$ cat src/rtl/mux42_input_conditioner_if.sv
// Bundle of raw board inputs and conditioned mux-facing outputs for the
// 4-to-1, 2-bit multiplexer front end.
interface mux42_input_conditioner_if;
  logic [9:0] sw_in;
  logic       btn_in;
  logic       mode_in;
  logic [7:0] din_out;
  logic [1:0] sel_out;
  logic [1:0] step_cnt;
  logic       changed;

  modport master (
    output sw_in, btn_in, mode_in,
    input  din_out, sel_out, step_cnt, changed
  );

  modport slave (
    input  sw_in, btn_in, mode_in,
    output din_out, sel_out, step_cnt, changed
  );
endinterface

$ cat src/rtl/mux42_input_conditioner.sv
// Synchronises and debounces the board switches, step button and mode switch,
// then derives mux data, mux select, a stepped-select counter and a change strobe.
module mux42_input_conditioner #(
  parameter int STABLE_CYCLES = 50000,
  parameter int CNT_W         = 16
) (
  input  logic                              clk,
  input  logic                              rst,
  mux42_input_conditioner_if.slave          bus
);

  localparam int N_LINES = 12;
  localparam int BTN_IDX = 10;
  localparam int MODE_IDX = 11;
  localparam logic [CNT_W-1:0] CNT_LAST = CNT_W'(STABLE_CYCLES - 1);

  logic [N_LINES-1:0] raw_lines;
  logic [N_LINES-1:0] sync1_reg;
  logic [N_LINES-1:0] sync2_reg;
  logic [N_LINES-1:0] db_lines;

  logic [1:0] step_cnt_reg;
  logic       btn_prev_reg;
  logic [9:0] prev_reg;
  logic       changed_reg;

  logic [1:0] sel_next;
  logic [9:0] outs_now;
  logic       btn_rise;

  // Line order: sw[9:0], then btn, then mode.
  assign raw_lines = {bus.mode_in, bus.btn_in, bus.sw_in};

  always_ff @(posedge clk or posedge rst) begin
    if (rst) begin
      sync1_reg <= '0;
      sync2_reg <= '0;
    end else begin
      sync1_reg <= raw_lines;
      sync2_reg <= sync1_reg;
    end
  end

  generate
    for (genvar gi = 0; gi < N_LINES; gi++) begin : g_debounce
      logic [CNT_W-1:0] cnt_reg;
      logic             db_reg;

      // The debounced value only moves after STABLE_CYCLES consecutive
      // disagreeing samples; any agreement restarts the run from zero.
      always_ff @(posedge clk or posedge rst) begin
        if (rst) begin
          cnt_reg <= '0;
          db_reg  <= 1'b0;
        end else if (sync2_reg[gi] == db_reg) begin
          cnt_reg <= '0;
        end else if (cnt_reg == CNT_LAST) begin
          db_reg  <= sync2_reg[gi];
          cnt_reg <= '0;
        end else begin
          cnt_reg <= cnt_reg + 1'b1;
        end
      end

      assign db_lines[gi] = db_reg;
    end
  endgenerate

  assign btn_rise = db_lines[BTN_IDX] & ~btn_prev_reg;

  // Counter advances whatever the mode so its value survives mode changes.
  always_ff @(posedge clk or posedge rst) begin
    if (rst) begin
      btn_prev_reg <= 1'b0;
      step_cnt_reg <= 2'd0;
    end else begin
      btn_prev_reg <= db_lines[BTN_IDX];
      if (btn_rise) begin
        step_cnt_reg <= step_cnt_reg + 2'd1;
      end
    end
  end

  assign sel_next = db_lines[MODE_IDX] ? step_cnt_reg : db_lines[1:0];
  assign outs_now = {db_lines[9:2], sel_next};

  // prev starts at zero, matching the all-zero outputs out of reset.
  always_ff @(posedge clk or posedge rst) begin
    if (rst) begin
      prev_reg    <= '0;
      changed_reg <= 1'b0;
    end else begin
      prev_reg    <= outs_now;
      changed_reg <= (outs_now != prev_reg);
    end
  end

  assign bus.din_out  = db_lines[9:2];
  assign bus.sel_out  = sel_next;
  assign bus.step_cnt = step_cnt_reg;
  assign bus.changed  = changed_reg;

endmodule
$ cat src/flat_wrapper.sv
// flat-port wrapper written by rule: the top's interface ports become plain ports
module mux42_input_conditioner_flat 
#(
  parameter int STABLE_CYCLES = 50000,
  parameter int CNT_W         = 16
)
  (clk, rst, bus_sw_in, bus_btn_in, bus_mode_in, bus_din_out, bus_sel_out, bus_step_cnt, bus_changed);
  mux42_input_conditioner_if bus_i ();
  input  logic clk;
  input  logic rst;
  input wire logic [$bits(bus_i.sw_in)-1:0] bus_sw_in;
  input wire logic [$bits(bus_i.btn_in)-1:0] bus_btn_in;
  input wire logic [$bits(bus_i.mode_in)-1:0] bus_mode_in;
  output wire logic [$bits(bus_i.din_out)-1:0] bus_din_out;
  output wire logic [$bits(bus_i.sel_out)-1:0] bus_sel_out;
  output wire logic [$bits(bus_i.step_cnt)-1:0] bus_step_cnt;
  output wire logic [$bits(bus_i.changed)-1:0] bus_changed;
  assign bus_i.sw_in = bus_sw_in;
  assign bus_i.btn_in = bus_btn_in;
  assign bus_i.mode_in = bus_mode_in;
  assign bus_din_out = bus_i.din_out;
  assign bus_sel_out = bus_i.sel_out;
  assign bus_step_cnt = bus_i.step_cnt;
  assign bus_changed = bus_i.changed;
  mux42_input_conditioner #(.STABLE_CYCLES(STABLE_CYCLES), .CNT_W(CNT_W)) u_core (.clk(clk), .rst(rst), .bus(bus_i));
endmodule
$ cat config.mk
export PLATFORM = sky130hd
export DESIGN_NAME = mux42_input_conditioner_flat
export DESIGN_NICKNAME = d
export VERILOG_FILES = /design/src/rtl/mux42_input_conditioner_if.sv /design/src/rtl/mux42_input_conditioner.sv /design/src/flat_wrapper.sv
export SDC_FILE = /design/constraint.sdc
export NUM_CORES = 1
export LEC_CHECK = 0
export CORE_ASPECT_RATIO = 0.75
export CORE_MARGIN = 2
export CORE_UTILIZATION = 60
export CTS_CLUSTER_DIAMETER = 150
export CTS_CLUSTER_SIZE = 28
export DETAILED_ROUTE_END_ITERATION = 6
export PLACE_DENSITY = 0.78
export SETUP_SLACK_MARGIN = 0.15
export SYNTH_ARGS = -nofsm -noshare
export SYNTH_HDL_FRONTEND = slang
export SYNTH_SLANG_ARGS = --single-unit
export TNS_END_PERCENT = 50
$ cat constraint.sdc
create_clock -name clk -period 16.25 [get_ports clk]
set_input_delay 1.625 -clock clk [delete_from_list [all_inputs] [get_ports clk]]
set_output_delay 1.625 -clock clk [all_outputs]
set_load 0.01 [all_outputs]
**Word level (Yosys, flattened, before mapping)**

Cells that the tools add are included.

- Output and inout bits: 13
- Register bits after elaboration: 242

- Reduce and logical (&&, ||, !) cells: 12
- Multiplexer cells: 25
- Add/sub/neg operators: 13
- Equality and inequality tests: 25
- Bitwise logic cells: 14

Operators with widths:

| cell | count |
|---|---|
| $mux 16 | 24 |
| $add 16x1->16 const B | 12 |
| $eq 16x16->1 const B | 12 |
| $reduce_and 2->1 | 12 |
| $not 1->1 | 13 |
| $eq 1x1->1 | 12 |
| $ne 10x10->1 | 1 |
| $add 2x1->2 const B | 1 |
| $mux 2 | 1 |
| $and 1x1->1 | 1 |

**Longest topological paths before layout**

Gate-level depths: netlist of run 1.

- Depth after elaboration: 3
- Mapped depth: 7

**Worst setup path before layout of run 1**

Ideal clock, no wire load.

- Kind: register to output
- From: reg u_core.g_debounce[11].db_reg
- To: out bus_sel_out[0]
- Arrival: 763 ps
- Stages on the path, launching flop included: 2
- Setup slack: 13862 ps
- Data required time: 14625 ps
- Cell sequence: dfrtp_1 -> mux2_2

- Word-level cells in the longest chain between the ends: 1

RTL lines:

| item | line | text |
|---|---|---|
| from (decl) | mux42_input_conditioner.sv:47 | `logic db_reg;` |
| from (signal assigned) | mux42_input_conditioner.sv:58 | `db_reg <= sync2_reg[gi];` |
| $mux 2 | mux42_input_conditioner.sv:84 | `assign sel_next = db_lines[MODE_IDX] ? step_cnt_reg : db_lines[1:0];` |
| to (decl) | flat_wrapper.sv:15 | `output wire logic [$bits(bus_i.sel_out)-1:0] bus_sel_out;` |

No other way between the ends.

**Final worst setup path of run 1**

Ends and elaborated chain as after synthesis.

==> impl_metrics.py, run 1 <==
metrics = {
    "yosys": {
        "yosysSeqAreaShare_pct": 54.7,
        "synth_edf_count": 0,
        "ys_seq_elements": 242,
        "syn_inst": 1055,
        "yosys-top-cells-area": "dfrtp_1 (55%), xnor2_1 (11%), nor2_1 (7.2%)",
        "ys_types": 39,
        "synth.avg_cell_area_um2": 10.5,
        "synth_area_mm2": 0.0111,
        "synth.yosys.warnings": 0,
        "synth_flop_cell": "dfrtp_1",
        "synth_top_area_share_pct": 54.7,
        "async_flop_share_pct": 100,
        "yosysTopAreaCell": "dfrtp_1",
        "syn_nets": 1081,
    },
    "worst_setup_path": {
        "critical_path_class": "register to output port",
        "crit_path_max_incr_delay_ns": 0.49,
        "worstPathArrival_ns": 1.84,
        "worstPathCellList": "mux2_2, clkdlybuf4s50_1",
        "critical-path-top-delay-family": "flip-flops",
        "cp_max_fo": 4,
        "start_kind": "register",
        "end_kind": "output port",
        "cp_data_required_time_ns": 14.62,
        "critPathBufInv": 1,
        "slowest_stage": "dfrtp_1",
    },
    "sta": {
        "worst_clock_skew_ns": 0.0158,
        "setup_viol": 0,
        "timing.slew.headroom_pct": 31.1,
        "max_freq_mhz": 288,
        "fin_crit_ns": 3.47,
        "worstMarginPinSlew_ns": 1.03,
        "fin_crit_sh_pct": 21.3,
        "tns_ns": 0,
        "slew_viol_final": 0,
        "hold_viol": 0,
        "worst_hold_slack_ns": 0.359,
        "rsz0062_at_grt": "false",
    },
    "outcome": {
        "outcome": "finished, final reports clean",
    },
    "drt": {
        "vias": 7395,
        "wl_met1_mm": 9.88,
        "wl_per_cell_um": 14.5,
        "drc": 0,
        "routed_wl_mm": 19.1,
        "wl_met2_mm": 8.19,
        "drtIter0Drc": 528,
        "top_layer": "met4",
        "drt-pass1-iter-count": 4,
        "ant_nets": 0,
        "vias_per_cell": 5.63,
        "met3_length_um": 655,
    },
    "hold_path": {
        "hp-class": "register to register",
    },
    "placed_design": {
        "gp_congestion": 0.845,
        "port_buffers": 26,
        "place_area_mm2": 0.0115,
        "hpwl_mm": 12.9,
    },
    "finish": {
        "insertedDiodeCount": 0,
        "area_growth_pct": 6.94,
        "largest_register_ffs": 192,
        "fin_util_pct": 66.3,
        "final_nets": 1097,
        "final_area_mm2": 0.0118,
        "drive_gt1_share_pct": 3.55,
        "fillers": 1392,
    },
    "global_route": {
        "grt_overflow": 0,
        "grt_first_pass_wirelength_mm": 34.1,
        "antenna_found_initial": 0,
        "grt_max_degree": 160,
        "grt_pass1_vias": 7168,
        "grt_usage_pct": 20.8,
    },
    "floorplanning": {
        "start_util_pct": 62.0,
        "chipHeight_um": 122,
        "ios": 27,
        "rows": 42,
        "die_area_mm2": 0.0196,
        "core_area_mm2": 0.0179,
        "die_w_um": 161,
    },
    "cts": {
        "cts_resized": 0,
        "clkTransAtPathRegs_ns": 0.10,
        "clk_latency_ns": 0.47,
        "hold_buffers": 0,
        "cts_setup_buffers": 0,
        "cts_tree": "built",
        "cts_max_level": 1,
        "root_buffer": "clkbuf_16",
        "clockBufferDepth": 3,
        "numCtsBuffers": 12,
        "clkSinkCount": 242,
    },
    "pwr": {
        "peakVddDrop_v": 0.0000566,
        "finalPower_mw": 0.984,
        "powerDensity_mw_per_mm2": 83.1,
        "p_leak_nw": 4.83,
    },
    "flow_run": {
        "max_cap_violations": 0,
    },
}
==> worst reg2reg max path: cells and delay by family (launching register included) <==
family | cells | cell delay, ns
and+or+nand+nor | 2 | 0.47
DFF | 1 | 0.42
adders and majority gates | 1 | 0.21
AOI/OAI and AO/OA | 1 | 0.87
==> cell usage after synthesis (12+ instances only) <==
| cell type | count |
|---|---|
| xor2_1 | 52 |
| ha_1 | 12 |
| nor3_1 | 34 |
| nand3_1 | 68 |
| dfrtp_1 | 242 |
| nand2_1 | 50 |
| inv_1 | 29 |
| nor4bb_1 | 13 |
| nor2_1 | 213 |
| nor4_1 | 47 |
| nand4_1 | 57 |
| xnor2_1 | 135 |
| and3_1 | 21 |
| mux2_2 | 14 |
==> logic make-up (layout without fill, tap and decap cells) <==
family / after synthesis / in the layout / synth area share, %
xor+xnor: 187 / 187 / 14.8
fa+ha+maj: 12 / 12 / 1.36
buf+inv: 54 / 70 / 2.31
compound gates: 12 / 12 / 1.36
mux: 14 / 14 / 1.42
simple gates: 534 / 534 / 24.1
flops: 242 / 242 / 54.7
==> metal layers <==
metal	track usage, %	vias to the layer above
met5	0	-
met1	32.7	3605
met2	31.0	113
li1	-	3654
met3	2.89	23
met4	5.13	0
==> cell usage in the layout (no fill, tap or decap), types with 14 or more instances in the layout <==
| cell type | n |
|---|---|
| dfrtp_1 | 242 |
| nor2_1 | 213 |
| xnor2_1 | 135 |
| nand3_1 | 68 |
| nand4_1 | 57 |
| xor2_1 | 52 |
| nand2_1 | 50 |
| nor4_1 | 47 |
| nor3_1 | 34 |
| inv_1 | 28 |
| clkdlybuf4s50_1 | 26 |
| and3_1 | 21 |
| mux2_2 | 14 |
==> worst paths after layout <==
kind | start | endpoint | slack, ns | cells after the start
min | u_core.sync1_reg[6] | u_core.sync2_reg[6] | 0.36 | 0
min in group asynchronous | rst | u_core.g_debounce[4].cnt_reg[4] | 1.80 | 2
min reg2reg | u_core.sync1_reg[6] | u_core.sync2_reg[6] | 0.36 | 0
max in group asynchronous | rst | u_core.g_debounce[7].cnt_reg[15] | 12.82 | 3
max | u_core.g_debounce[11].db_reg | bus_sel_out[0] | 12.78 | 2
max reg2reg | u_core.g_debounce[6].cnt_reg[0] | u_core.g_debounce[6].cnt_reg[2] | 14.14 | 4
==> cell type report <==
type | instances | area [µm²] | area share [%]
tap | 242 | 303 | 2.56
clock buffer | 13 | 325 | 2.75
clock inverter | 1 | 11.3 | 0.0951
sequential | 242 | 6060 | 51.2
inverter | 29 | 116 | 0.983
multi-input combinational | 759 | 4760 | 40.2
timing repair buffer | 27 | 268 | 2.26
==> where the power goes <==
part	internal, mW	leakage, nW	switching [mW]
combinational	0.0114	1.37	0.0249
clock	0.146	0.166	0.180
sequential	0.612	3.30	0.0104
total	0.769	4.83	0.215
==> through the flow <==
step,cells,setup slack [ns]
final,1313,12.78
after global placement,1299,12.18
after CTS,1313,12.69
after floorplan,1055,7.98
after detailed placement,1299,12.18
after global routing,1313,12.44
Note: power is estimated with default switching activity, not from simulation.
==> run 2, diff against run 1 <==
Settings changed: CORE_UTILIZATION 60 to 56, PLACE_DENSITY 0.78 to 0.76.
Clock period 16.25 ns to 2.92 ns, I/O delays scaled along.
==> run 2 against run 1 <==
  * Sequential share of layout area decreased by 0.25 points
  * Register-to-register slack got worse by 13 ns
  * Utilization decreased by 4.9 points
  * Global-route usage decreased by 2.0 points
  * Worst setup slack got worse by 12 ns
  * Critical path depth increased by 2
  * Sequential cell count unchanged
  * Cell count increased by 1.1%
  * Largest cell class unchanged
==> impl_metrics.py, run 2 (synthesis results as in run 1) <==
metrics = {
    "sta": {
        "slew_viol_final": 0,
        "fin_ws_ns": 0.754,
        "hold_viol": 0,
        "worst_hold_slack_ns": 0.184,
        "rsz0062_at_grt": "false",
        "fin_crit_sh_pct": 74.2,
        "fin_crit_ns": 2.17,
        "timing.slew.headroom_pct": 41.1,
        "worst_clock_skew_ns": 0.0237,
        "worstMarginPinSlew_ns": 0.881,
        "max_freq_mhz": 462,
        "setup_viol": 0,
    },
    "cts": {
        "clockBufferDepth": 3,
        "root_buffer": "clkbuf_16",
        "clkTransAtPathRegs_ns": 0.11,
        "clkSinkCount": 242,
        "cts_max_level": 1,
        "clk_latency_ns": 0.48,
        "cts_tree": "built",
        "cts_resized": 0,
        "cts_setup_buffers": 0,
        "hold_buffers": 0,
        "numCtsBuffers": 12,
    },
    "worst_setup_path": {
        "worstPathArrival_ns": 2.50,
        "critical-path-top-delay-family": "compound AO/OA/AOI/OAI gates",
        "start_kind": "register",
        "crit_end": "u_core.g_debounce[0].cnt_reg[13]",
        "slowest_stage": "o41ai_4",
        "critical_path_class": "register to register",
        "cp.depth": 4,
        "end_kind": "register",
        "cp_data_required_time_ns": 3.26,
        "r2r_cells": 4,
        "cp_max_fo": 16,
        "critPathBufInv": 0,
        "worstPathCellList": "nor4_1, nand3_1, o41ai_4, nor2_1",
        "r2r_start": "u_core.g_debounce[0].cnt_reg[12]",
        "crit_path_max_incr_delay_ns": 0.85,
        "worst_r2r_endpoint": "u_core.g_debounce[0].cnt_reg[13]",
        "r2r_slack_ns": 0.75,
        "startpoint": "u_core.g_debounce[0].cnt_reg[12]",
    },
    "finish": {
        "insertedDiodeCount": 0,
        "final_nets": 1100,
        "area_growth_pct": 7.46,
        "fin_util_pct": 61.4,
        "multi_input_comb_area_mm2": 0.00476,
        "layout_common_cells": "dfrtp_1 (242), nor2_1 (213), xnor2_1 (135)",
        "fillers": 1549,
        "drive_gt1_share_pct": 3.82,
        "largest_register_ffs": 192,
        "register_area_mm2": 0.00606,
        "layout_commonest_cell": "dfrtp_1",
        "final_area_mm2": 0.0119,
    },
    "drt": {
        "vias_per_cell": 5.56,
        "wl_per_cell_um": 14.4,
        "routed_wl_mm": 19.1,
        "vias": 7374,
        "drc": 0,
        "drtIter0Drc": 583,
        "ant_nets": 0,
        "drt-pass1-iter-count": 5,
    },
    "floorplanning": {
        "die_w_um": 166,
        "ios": 27,
        "die_area_mm2": 0.0209,
        "rows": 44,
        "chipHeight_um": 126,
        "core_area_mm2": 0.0194,
        "start_util_pct": 57.1,
    },
    "pwr": {
        "powerDensity_mw_per_mm2": 462,
        "peakVddDrop_v": 0.000395,
        "p_leak_nw": 4.85,
    },
    "global_route": {
        "grt_max_degree": 96,
        "grt_first_pass_wirelength_mm": 33.5,
        "grt_pass1_vias": 6939,
        "grt_usage_pct": 18.8,
        "antenna_found_initial": 0,
        "grt_overflow": 0,
    },
    "flow_run": {
        "max_cap_violations": 0,
    },
    "placed_design": {
        "hpwl_mm": 13.1,
        "dp_slack_ns": 0.741,
        "gp_congestion": 0.860,
        "port_buffers": 26,
        "place_area_mm2": 0.0116,
    },
    "outcome": {
        "outcome": "finished, final reports clean",
    },
    "hold_path": {
        "hp-class": "input pin to async pin",
    },
}
run 2: cell types whose count changed in the layout (fill, tap and decap cells not counted):
cell and delta:
inv_8 -1, buf_4 +1, clkinvlp_4 +1, buf_12 +2
run 2: worst min path at each step:
stage	start	to	slack (ns)	cells past startpoint
after floorplan	bus_sw_in[0]	u_core.sync1_reg[0]	0.32	0
after global placement	u_core.sync1_reg[7]	u_core.sync2_reg[7]	0.33	0
after detailed placement	u_core.sync1_reg[1]	u_core.sync2_reg[1]	0.33	0
after CTS	rst	u_core.g_debounce[11].cnt_reg[2]	0.16	2
after global routing	rst	u_core.g_debounce[11].cnt_reg[2]	0.17	2
final	rst	u_core.g_debounce[11].cnt_reg[2]	0.18	2
run 2: routing by layer:
layer | part of all wire, % | wire, µm | GRT usage (%)
met3 | 3.3 | 640 | 2.42
met2 | 43 | 8290 | 27.8
met1 | 51 | 9830 | 29.8
met4 | 2.0 | 378 | 4.36
met5 | 0 | 0 | 0
run 2: final cells by class:
cell class                 count  area share (%)
sequential                   242            50.9
multi-input combinational    759            40.0
clock buffer                  13            2.73
tap                          253            2.66
timing repair buffer          30            2.65
inverter                      29           0.947
clock inverter                 1          0.0947
run 2: metrics by stage:
step / std cells / TNS, ns / total power, mW
after floorplan: 1055 / -132.57 / 3.67
after global placement: 1313 / 0 / 3.73
final: 1327 / 0 / 5.50
after detailed placement: 1313 / 0 / 3.74
after global routing: 1327 / 0 / 5.74
after CTS: 1327 / 0 / 5.57
run 2: power by group:
| group | switching, mW | internal, mW |
|---|---|---|
| logic | 0.140 | 0.0696 |
| registers | 0.0531 | 3.41 |
| clock network | 1.02 | 0.812 |
| total | 1.21 | 4.29 |
==> run 3, diff against run 2 <==
Clock period 2.92 ns to 1.9 ns, I/O delays scaled along.
==> run 3 against run 2 <==
  * Die area unchanged
  * Hold slack got worse by 0.044 ns
  * First-iteration DRC count increased by 10%
  * Register-to-register slack got worse by 0.60 ns
  * Via count increased by 2.5%
  * Critical endpoint is now bus_din_out[5]
  * Global-route usage increased by 0.63 points
  * Sequential share of layout area decreased by 2.1 points
  * Design area increased by 4.3%
  * Utilization increased by 2.6 points
  * Non-clock buffer count increased by 36
  * Critical path depth decreased by 3
  * Worst setup slack got worse by 0.60 ns
==> impl_metrics.py, run 3 (synthesis results as in run 1) <==
metrics = {
    "pwr": {
        "powerDensity_mw_per_mm2": 685,
        "peakVddDrop_v": 0.000565,
        "p_leak_nw": 5.10,
    },
    "worst_setup_path": {
        "critical_path_class": "register to output port",
        "worst_r2r_endpoint": "u_core.g_debounce[11].cnt_reg[12]",
        "crit_path_max_incr_delay_ns": 0.59,
        "cp_max_fo": 5,
        "cp.depth": 1,
        "end_kind": "output port",
        "r2r_cells": 4,
        "r2r_slack_ns": 0.16,
        "worstPathArrival_ns": 1.55,
        "crit_end": "bus_din_out[5]",
        "r2r_start": "u_core.g_debounce[11].cnt_reg[11]",
        "critPathBufInv": 1,
        "cp_data_required_time_ns": 1.71,
        "start_kind": "register",
        "critical-path-top-delay-family": "buffers and inverters",
        "slowest_stage": "clkdlybuf4s50_1",
        "startpoint": "u_core.g_debounce[7].db_reg",
        "worstPathCellList": "clkdlybuf4s50_1",
    },
    "placed_design": {
        "gp_congestion": 0.883,
        "hpwl_mm": 13.3,
        "port_buffers": 26,
    },
    "finish": {
        "register_area_mm2": 0.00606,
        "layout_common_cells": "dfrtp_1 (238), nor2_1 (213), xnor2_1 (135)",
        "final_nets": 1137,
        "fin_util_pct": 64.0,
        "multi_input_comb_area_mm2": 0.00489,
        "insertedDiodeCount": 0,
        "layout_commonest_cell": "dfrtp_1",
        "largest_register_ffs": 192,
        "fillers": 1496,
        "drive_gt1_share_pct": 8.82,
        "area_growth_pct": 12.1,
    },
    "drt": {
        "vias": 7561,
        "drtIter0Drc": 642,
        "ant_nets": 0,
        "vias_per_cell": 5.54,
        "wl_per_cell_um": 14.7,
        "drt-pass1-iter-count": 5,
        "drc": 0,
        "routed_wl_mm": 20.1,
    },
    "sta": {
        "setup_viol": 0,
        "fin_crit_sh_pct": 91.8,
        "worst_hold_slack_ns": 0.141,
        "fin_crit_ns": 1.74,
        "hold_viol": 0,
        "worstMarginPinSlew_ns": 0.466,
        "tns_ns": 0,
        "rsz0062_at_grt": "true",
        "slew_viol_final": 0,
        "timing.slew.headroom_pct": 68.8,
        "worst_clock_skew_ns": 0.0171,
        "max_freq_mhz": 573,
    },
    "hold_path": {
        "hp-start": "bus_sw_in[7]",
        "hp-class": "input pin to register",
    },
    "global_route": {
        "antenna_found_initial": 0,
        "grt_usage_pct": 19.5,
        "grt_first_pass_wirelength_mm": 34.7,
        "grt_pass1_vias": 7225,
        "grt_max_degree": 75,
        "grt_overflow": 0,
    },
    "cts": {
        "cts_tree": "built",
        "clkSinkCount": 242,
        "numCtsBuffers": 12,
        "clk_latency_ns": 0.47,
        "root_buffer": "clkbuf_16",
        "clockBufferDepth": 3,
        "hold_buffers": 0,
        "clkTransAtPathRegs_ns": 0.10,
        "cts_max_level": 1,
    },
    "floorplanning": {
        "chipHeight_um": 126,
        "die_w_um": 166,
        "rows": 44,
        "die_area_mm2": 0.0209,
        "core_area_mm2": 0.0194,
        "start_util_pct": 57.1,
        "ios": 27,
    },
    "flow_run": {
        "max_cap_violations": 0,
    },
    "outcome": {
        "outcome": "finished, final reports clean",
    },
}
[run 3: worst min path at each step]
| stage | end | slack [ns] | cells past startpoint |
|---|---|---|---|
| CTS | u_core.sync1_reg[7] | 0.12 | 1 |
| floorplan | u_core.sync1_reg[0] | 0.22 | 0 |
| global placement | u_core.sync2_reg[1] | 0.33 | 0 |
| global route | u_core.sync1_reg[7] | 0.13 | 1 |
| finish | u_core.sync1_reg[7] | 0.14 | 1 |
| detailed placement | u_core.sync2_reg[11] | 0.33 | 0 |
[run 3: cell type report]
type | count | share of cell area [%]
Inverter | 29 | 0.908
Clock inverter | 1 | 0.0908
Timing Repair Buffer | 66 | 5.58
Sequential cell | 242 | 48.9
Tap cell | 253 | 2.55
Clock buffer | 13 | 2.62
Multi-Input combinational cell | 760 | 39.4
[run 3: layer usage]
| layer | vias up | track usage, % | share of wire, % |
|---|---|---|---|
| li1 | 3719 | - | - |
| met1 | 3705 | 30.5 | 51 |
| met2 | 119 | 29.2 | 44 |
| met3 | 18 | 2.42 | 3.0 |
| met4 | 0 | 4.46 | 1.4 |
| met5 | - | 0 | 0 |
[run 3: through the flow]
| stage | setup WS (ns) | power [mW] | instance area (µm²) | cells |
|---|---|---|---|---|
| floorplan | -1.47 | 5.64 | 11100 | 1055 |
| global placement | 0.149 | 5.80 | 11800 | 1339 |
| detailed placement | 0.0896 | 5.81 | 11800 | 1339 |
| CTS | 0.110 | 8.62 | 12200 | 1357 |
| global route | 0.0742 | 8.88 | 12400 | 1364 |
| finish | 0.156 | 8.50 | 12400 | 1364 |
[run 3: what timing repair did]
action	CTS	global route
pin swaps	0	6
buffers inserted	4	5
endpoints found under the setup margin	30	89
cloned	0	2
gates resized for setup	12	22
[run 3: power by group]
group | switching (mW) | internal (mW) | total [mW]
logic | 0.231 | 0.161 | 0.392
registers | 0.0841 | 5.23 | 5.32
clock network | 1.55 | 1.25 | 2.79
total | 1.86 | 6.64 | 8.50
